File: src/rtl/score_display.sv
// Four-digit multiplexed score display: per-frame snapshot of the scores,
// game-over winner banner that blinks.
module score_display #(
   parameter int REFRESH_DIV = 50000,
   parameter int BLINK_DIV   = 25000000
) (
   input  logic       clk,
   input  logic       reset,
   input  logic [2:0] score1,
   input  logic [2:0] score2,
   input  logic       playing,
   input  logic       winner,
   output logic [3:0] an,
   output logic [6:0] seg,
   output logic       dp
);

   localparam int RW = (REFRESH_DIV > 2) ? $clog2(REFRESH_DIV) : 1;
   localparam int BW = (BLINK_DIV > 2) ? $clog2(BLINK_DIV) : 1;

   localparam logic [6:0] SEG_P     = 7'b0011000;
   localparam logic [6:0] SEG_DASH  = 7'b1111110;
   localparam logic [6:0] SEG_BLANK = 7'b1111111;

   logic [RW-1:0] rcnt;
   logic [BW-1:0] bcnt;
   logic          blink_on;
   logic [1:0]    idx;
   logic [2:0]    snap_s1;
   logic [2:0]    snap_s2;
   logic          snap_play;
   logic          snap_win;
   logic          r_wrap;
   logic          b_wrap;
   logic [3:0]    an_n;
   logic [6:0]    seg_n;

   function automatic logic [6:0] digit_code(input logic [2:0] v);
      logic [6:0] c;
      unique case (v)
         3'd0: c = 7'b0000001;
         3'd1: c = 7'b1001111;
         3'd2: c = 7'b0010010;
         3'd3: c = 7'b0000110;
         3'd4: c = 7'b1001100;
         3'd5: c = 7'b0100100;
         3'd6: c = 7'b0100000;
         3'd7: c = 7'b0001111;
      endcase
      return c;
   endfunction

   assign r_wrap = (rcnt == RW'(REFRESH_DIV - 1));
   assign b_wrap = (bcnt == BW'(BLINK_DIV - 1));
   assign dp     = 1'b1;

   always_comb begin
      seg_n = SEG_BLANK;
      an_n  = ~(4'b0001 << idx);
      unique case (idx)
         2'd3: seg_n = snap_play ? digit_code(snap_s1) : SEG_P;
         2'd2: seg_n = snap_play ? SEG_DASH
                     : digit_code(snap_win ? 3'd1 : 3'd2);
         2'd1: seg_n = snap_play ? SEG_DASH : SEG_BLANK;
         2'd0: seg_n = snap_play ? digit_code(snap_s2)
                     : digit_code(snap_win ? snap_s1 : snap_s2);
      endcase
      // Game-over blink hides the anodes only; segments keep scanning.
      if (!snap_play && !blink_on)
         an_n = 4'b1111;
   end

   always_ff @(posedge clk) begin
      if (reset) begin
         rcnt      <= '0;
         bcnt      <= '0;
         blink_on  <= 1'b1;
         idx       <= 2'd3;
         snap_s1   <= 3'd0;
         snap_s2   <= 3'd0;
         snap_play <= 1'b1;
         snap_win  <= 1'b0;
         an        <= 4'b1111;
         seg       <= SEG_BLANK;
      end else begin
         an  <= an_n;
         seg <= seg_n;
         rcnt <= r_wrap ? '0 : rcnt + 1'b1;
         if (r_wrap) begin
            idx <= idx - 2'd1;
            // Frame start: freeze the inputs for the whole next frame.
            if (idx == 2'd0) begin
               snap_s1   <= score1;
               snap_s2   <= score2;
               snap_play <= playing;
               snap_win  <= winner;
            end
         end
         bcnt <= b_wrap ? '0 : bcnt + 1'b1;
         if (b_wrap)
            blink_on <= ~blink_on;
      end
   end

endmodule
File: config.mk
export PLATFORM = sky130hd
export DESIGN_NAME = score_display
export DESIGN_NICKNAME = d
export VERILOG_FILES = /design/src/rtl/score_display.sv
export SDC_FILE = /design/constraint.sdc
export NUM_CORES = 1
export LEC_CHECK = 0
export ABC_AREA = 0
export BUFFER_PORTS_ARGS = -buffer_cell sky130_fd_sc_hd__buf_2
export CAP_MARGIN = 10
export CELL_PAD_IN_SITES_DETAIL_PLACEMENT = 2
export CELL_PAD_IN_SITES_GLOBAL_PLACEMENT = 2
export CORE_MARGIN = 2
export CORE_UTILIZATION = 43
export CTS_BUF_LIST = sky130_fd_sc_hd__clkbuf_4 sky130_fd_sc_hd__clkbuf_8
export DETAILED_ROUTE_END_ITERATION = 10
export GPL_TIMING_DRIVEN = 0
export PLACE_DENSITY = 0.9
export SLEW_MARGIN = 30
export SYNTH_ARGS = -nofsm -noshare
export SYNTH_HDL_FRONTEND = slang
export SYNTH_SLANG_ARGS = --single-unit
File: constraint.sdc
create_clock -name clk -period 5.3 [get_ports clk]
set_clock_uncertainty 0.05 [all_clocks]
set_input_delay 0.265 -clock clk [delete_from_list [all_inputs] [get_ports clk]]
set_output_delay 0.265 -clock clk [all_outputs]
set_load 0.005 [all_outputs]
==> qor.csv <==
stage,metric,value,unit
power_and_ir_drop,post-layout power,1.20,mW
timing,count of final max-slew check failures,0,
power_and_ir_drop,VDD IR-drop max,0.242,mV
critical_path,category of cells accounting for the largest share of critical-path delay,buffers and inverters,
cells_and_area,fraction of final layout cells sized beyond drive strength 1,15.0,%
floorplanning,starting density of the core,44.8,%
drt,first-pass iteration count of the detailed router,4,
clocking,setup fix buffers added after clock tree synthesis,0,
clocking,clock-pin transition on the worst setup and hold timing paths,0.09,ns
critical_path,critical path arrival,3.12,ns
critical_path,critical path class,flip-flop to flip-flop,
timing,setup repair after global routing missed its margin,false,
logic_synthesis,count of synthesis-stage warnings from yosys,0,
timing,maximum clock frequency,349,MHz
critical_path,worst-path fanout max,10,
logic_synthesis,Synth area leaders,"sky130_fd_sc_hd__dfxtp_1 (39%), sky130_fd_sc_hd__ha_1 (7.0%), sky130_fd_sc_hd__nand2_1 (3.8%), sky130_fd_sc_hd__a21oi_1 (3.7%), sky130_fd_sc_hd__nor2_1 (3.6%)",
clocking,Root Buffer,sky130_fd_sc_hd__clkbuf_8,
critical_path,Max stage delay on crit path,0.36,ns
power_and_ir_drop,Comb power frac,3.2,%
power_and_ir_drop,Pwr per Cell Area,270,nW/um^2
timing,part of the cycle the worst path needs,54.1,%
power_and_ir_drop,switching part of the total,21.9,%
critical_path,library cell contributing the largest single delay on the critical path,sky130_fd_sc_hd__dfxtp_1,
critical_path,startpoint of the most critical setup path,idx[0]$_SDFFE_PP1N_,
place,sum of net half-perimeters after detailed placement,8170,microns
floorplanning,die boundary width,99.7,microns
floorplanning,Total Die Area,9950,sq um
timing,worst relative slew slack,60.9,%
grt,maximum number of pins on one net before global-route repair,13,
power_and_ir_drop,proportion of power drawn by flip-flops and latches,49.3,%
clocking,sinks on the clock net,77,
critical_path,"critical path, cell by cell","inv_1, ha_1, buf_2, and4_1, and4_1, buf_6, buf_4, nand2_1, a21oi_1, ha_1, nand2_1, o211ai_1, a21o_1",
logic_synthesis,Mapped Cells,438,
timing,total negative setup slack,0,ns
logic_synthesis,number of distinct library cell variants in the gate-level netlist after synthesis,57,
timing,worst hold margin,0.0725,ns
grt,via count of the first global-routing pass,3812,
logic_synthesis,proportion of netlist area held by the largest area contributor,39.1,%
logic_synthesis,most instantiated cells after synthesis,"sky130_fd_sc_hd__dfxtp_1 (77), sky130_fd_sc_hd__nand2_1 (40), sky130_fd_sc_hd__nor2_1 (38), sky130_fd_sc_hd__a21oi_1 (29), sky130_fd_sc_hd__ha_1 (22)",
critical_path,startpoint kind of the worst setup timing path,flip-flop,
critical_path,launching point of the worst reg2reg path,idx[0]$_SDFFE_PP1N_,
cells_and_area,final layout net count,501,
worst_hold_path,origin of the worst min-delay path,playing,
clocking,cts repair resizes,0,
critical_path,required arrival time at the worst endpoint,5.55,ns
logic_synthesis,number of enable flip-flop cells after synthesis,0,
grt,global-route wire length before repair,21200,microns
drt,DR DRC count,0,
grt,number of antenna violations at the first check in global routing,0,
critical_path,endpoint class of the critical path,flip-flop,
power_and_ir_drop,leakage dissipation,1.69,nW
drt,average wire length per cell after detail routing,21.9,microns
drt,Via Count,3388,
logic_synthesis,proportion of register bits with asynchronous set or reset after synthesis,0,%
place,Final GP Congestion,0.821,
power_and_ir_drop,Psw,0.261,mW
floorplanning,Top Ports,22,
timing,shortest clock period the worst path allows after layout,2.87,ns
power_and_ir_drop,cell-internal power,0.934,mW
floorplanning,die outline height,99.7,microns
drt,DRT iter0 DRCs,100,
logic_synthesis,mean area per synthesized cell,9.00,sq um
cells_and_area,Layout area overhead,12.3,%
clocking,maximum number of buffers from clock root to sink,2,
place,input/output buffers,20,
drt,post-DR vias/cell,5.82,
job,Max-Cap Viols,0,
clocking,TritonCTS clock tree,done,
floorplanning,cell row count,34,
power_and_ir_drop,clock power share,47.5,%
drt,overall routed net length,12800,microns
worst_hold_path,class of the tightest hold or removal check,primary input to flip-flop,
clocking,total number of H-tree levels,3,
logic_synthesis,"Net Count, Synth",470,
timing,final hold violation count,0,
grt,total routing usage reported by global routing,27.5,%
cells_and_area,number of antenna diodes,0,
logic_synthesis,netlist area before placement,3940,sq um
critical_path,number of buffers and inverters on the critical path,4,
timing,final setup violation count,0,
grt,total global routing overflow,0,
clocking,clock latency of the later-clocked register in the worst-skew pair,0.36,ns
logic_synthesis,most instantiated flip-flop cell in the synthesis netlist,sky130_fd_sc_hd__dfxtp_1,
clocking,number of hold-repair buffers added at the cts stage,0,
logic_synthesis,leading area contributor after synthesis,sky130_fd_sc_hd__dfxtp_1,
drt,post-detailed-route count of antenna-violating nets,0,
timing,transition at the pin with the smallest max-transition slack,0.571,ns
clocking,TritonCTS buffer count,9,
floorplanning,placeable core region,8810,sq um
logic_synthesis,number of flip-flops and latches in the synthesized netlist,77,
logic_synthesis,leading cell type by number of instances after synthesis,sky130_fd_sc_hd__dfxtp_1,
logic_synthesis,"Seq/Total Area, Yosys",39.1,%
run_status,result of the run,finished clean,
cells_and_area,# fillers,931,
critical_path,register-to-register setup slack,2.43,ns
==> logic make-up (layout without fill, tap and decap cells) <==
logic type	after synthesis	in the layout	synth area share, %
flops	77	77	39.1
compound gates	74	74	12.2
buf+inv	42	78	5.02
simple gates	177	177	24.8
other cells	1	1	0.0951
xor+xnor	26	26	5.78
mux	19	19	6.10
fa+ha+maj	22	22	6.98
==> worst paths after layout <==
| kind | cells past startpoint | end |
|---|---|---|
| setup / recovery | 13 | flip-flop |
| hold / removal | 2 | snap_play$_SDFFE_PP1N_ |
| setup reg to reg | 13 | flip-flop |
| hold reg to reg | 1 | rcnt[0]$_SDFF_PP0_ |
==> routing by layer <==
metal	up-vias	track usage [%]	share of wire [%]
met5	-	0	0
met1	1699	34.0	44
met4	0	10.6	2.9
li1	1590	-	-
met2	67	47.2	50
met3	32	5.41	3.2
==> power groups by stage <==
| stage | sequential (mW) | combinational, mW | clock, mW |
|---|---|---|---|
| 5_1_grt | 0.590 | 0.0430 | 0.600 |
| 6_report | 0.589 | 0.0386 | 0.568 |
| 3_5_place_dp | 0.603 | 0.0376 | 0 |
| 3_3_place_gp | 0.602 | 0.0358 | 0 |
| 2_1_floorplan | 0.602 | 0.0206 | 0 |
| 4_1_cts | 0.589 | 0.0390 | 0.573 |
==> worst register-to-register path: stages, from the launching register on <==
cell,delay (ns)
sky130_fd_sc_hd__dfxtp_1,0.36
sky130_fd_sc_hd__inv_1,0.15
sky130_fd_sc_hd__ha_1,0.16
sky130_fd_sc_hd__buf_2,0.23
sky130_fd_sc_hd__and4_1,0.25
sky130_fd_sc_hd__and4_1,0.21
sky130_fd_sc_hd__buf_6,0.15
sky130_fd_sc_hd__buf_4,0.19
sky130_fd_sc_hd__nand2_1,0.13
sky130_fd_sc_hd__a21oi_1,0.22
sky130_fd_sc_hd__ha_1,0.27
sky130_fd_sc_hd__nand2_1,0.11
sky130_fd_sc_hd__o211ai_1,0.15
sky130_fd_sc_hd__a21o_1,0.18
==> per-stage QoR <==
step / worst slack (ns) / utilization, % / cell area [sq um] / cells
after detailed placement: 2.62 / 47.4 / 4180 / 566
after global routing: 2.18 / 50.2 / 4420 / 582
final: 2.43 / 50.2 / 4420 / 582
after floorplan: 3.02 / - / 3940 / 438
after CTS: 2.44 / 50.2 / 4420 / 582
after global placement: 2.64 / 47.4 / 4180 / 566
==> final cells by class <==
cell class	count	area, sq um	share of cell area [%]
inverters	16	60.1	1.36
flip-flops and latches	77	1540	34.8
well taps	108	135	3.05
plain buffers	26	138	3.11
clock inverters	4	95.1	2.15
repair buffers	20	100	2.26
clock buffers	12	153	3.45
multi-input cells	319	2200	49.8
==> cells in the final DEF (no fill, tap or decap), types with 6 or more instances in the layout <==
cell type	netlist	final
sky130_fd_sc_hd__nand2b_1	8	8
sky130_fd_sc_hd__nor3_1	6	6
sky130_fd_sc_hd__o31ai_1	7	7
sky130_fd_sc_hd__xor2_1	14	14
sky130_fd_sc_hd__a21oi_1	29	29
sky130_fd_sc_hd__and2_1	6	6
sky130_fd_sc_hd__buf_2	10	30
sky130_fd_sc_hd__nand2_1	40	40
sky130_fd_sc_hd__nand3_1	17	17
sky130_fd_sc_hd__nand4_1	15	15
sky130_fd_sc_hd__dfxtp_1	77	77
sky130_fd_sc_hd__o21ai_0	12	12
sky130_fd_sc_hd__clkbuf_8	0	10
sky130_fd_sc_hd__xnor2_1	12	12
sky130_fd_sc_hd__a21o_1	6	6
sky130_fd_sc_hd__and4_1	8	8
sky130_fd_sc_hd__inv_1	16	16
sky130_fd_sc_hd__nor2_1	38	38
sky130_fd_sc_hd__or3_1	7	7
sky130_fd_sc_hd__ha_1	22	22
sky130_fd_sc_hd__clkbuf_1	8	8
sky130_fd_sc_hd__mux2i_1	12	12
Power figures use the tool's default switching activity.
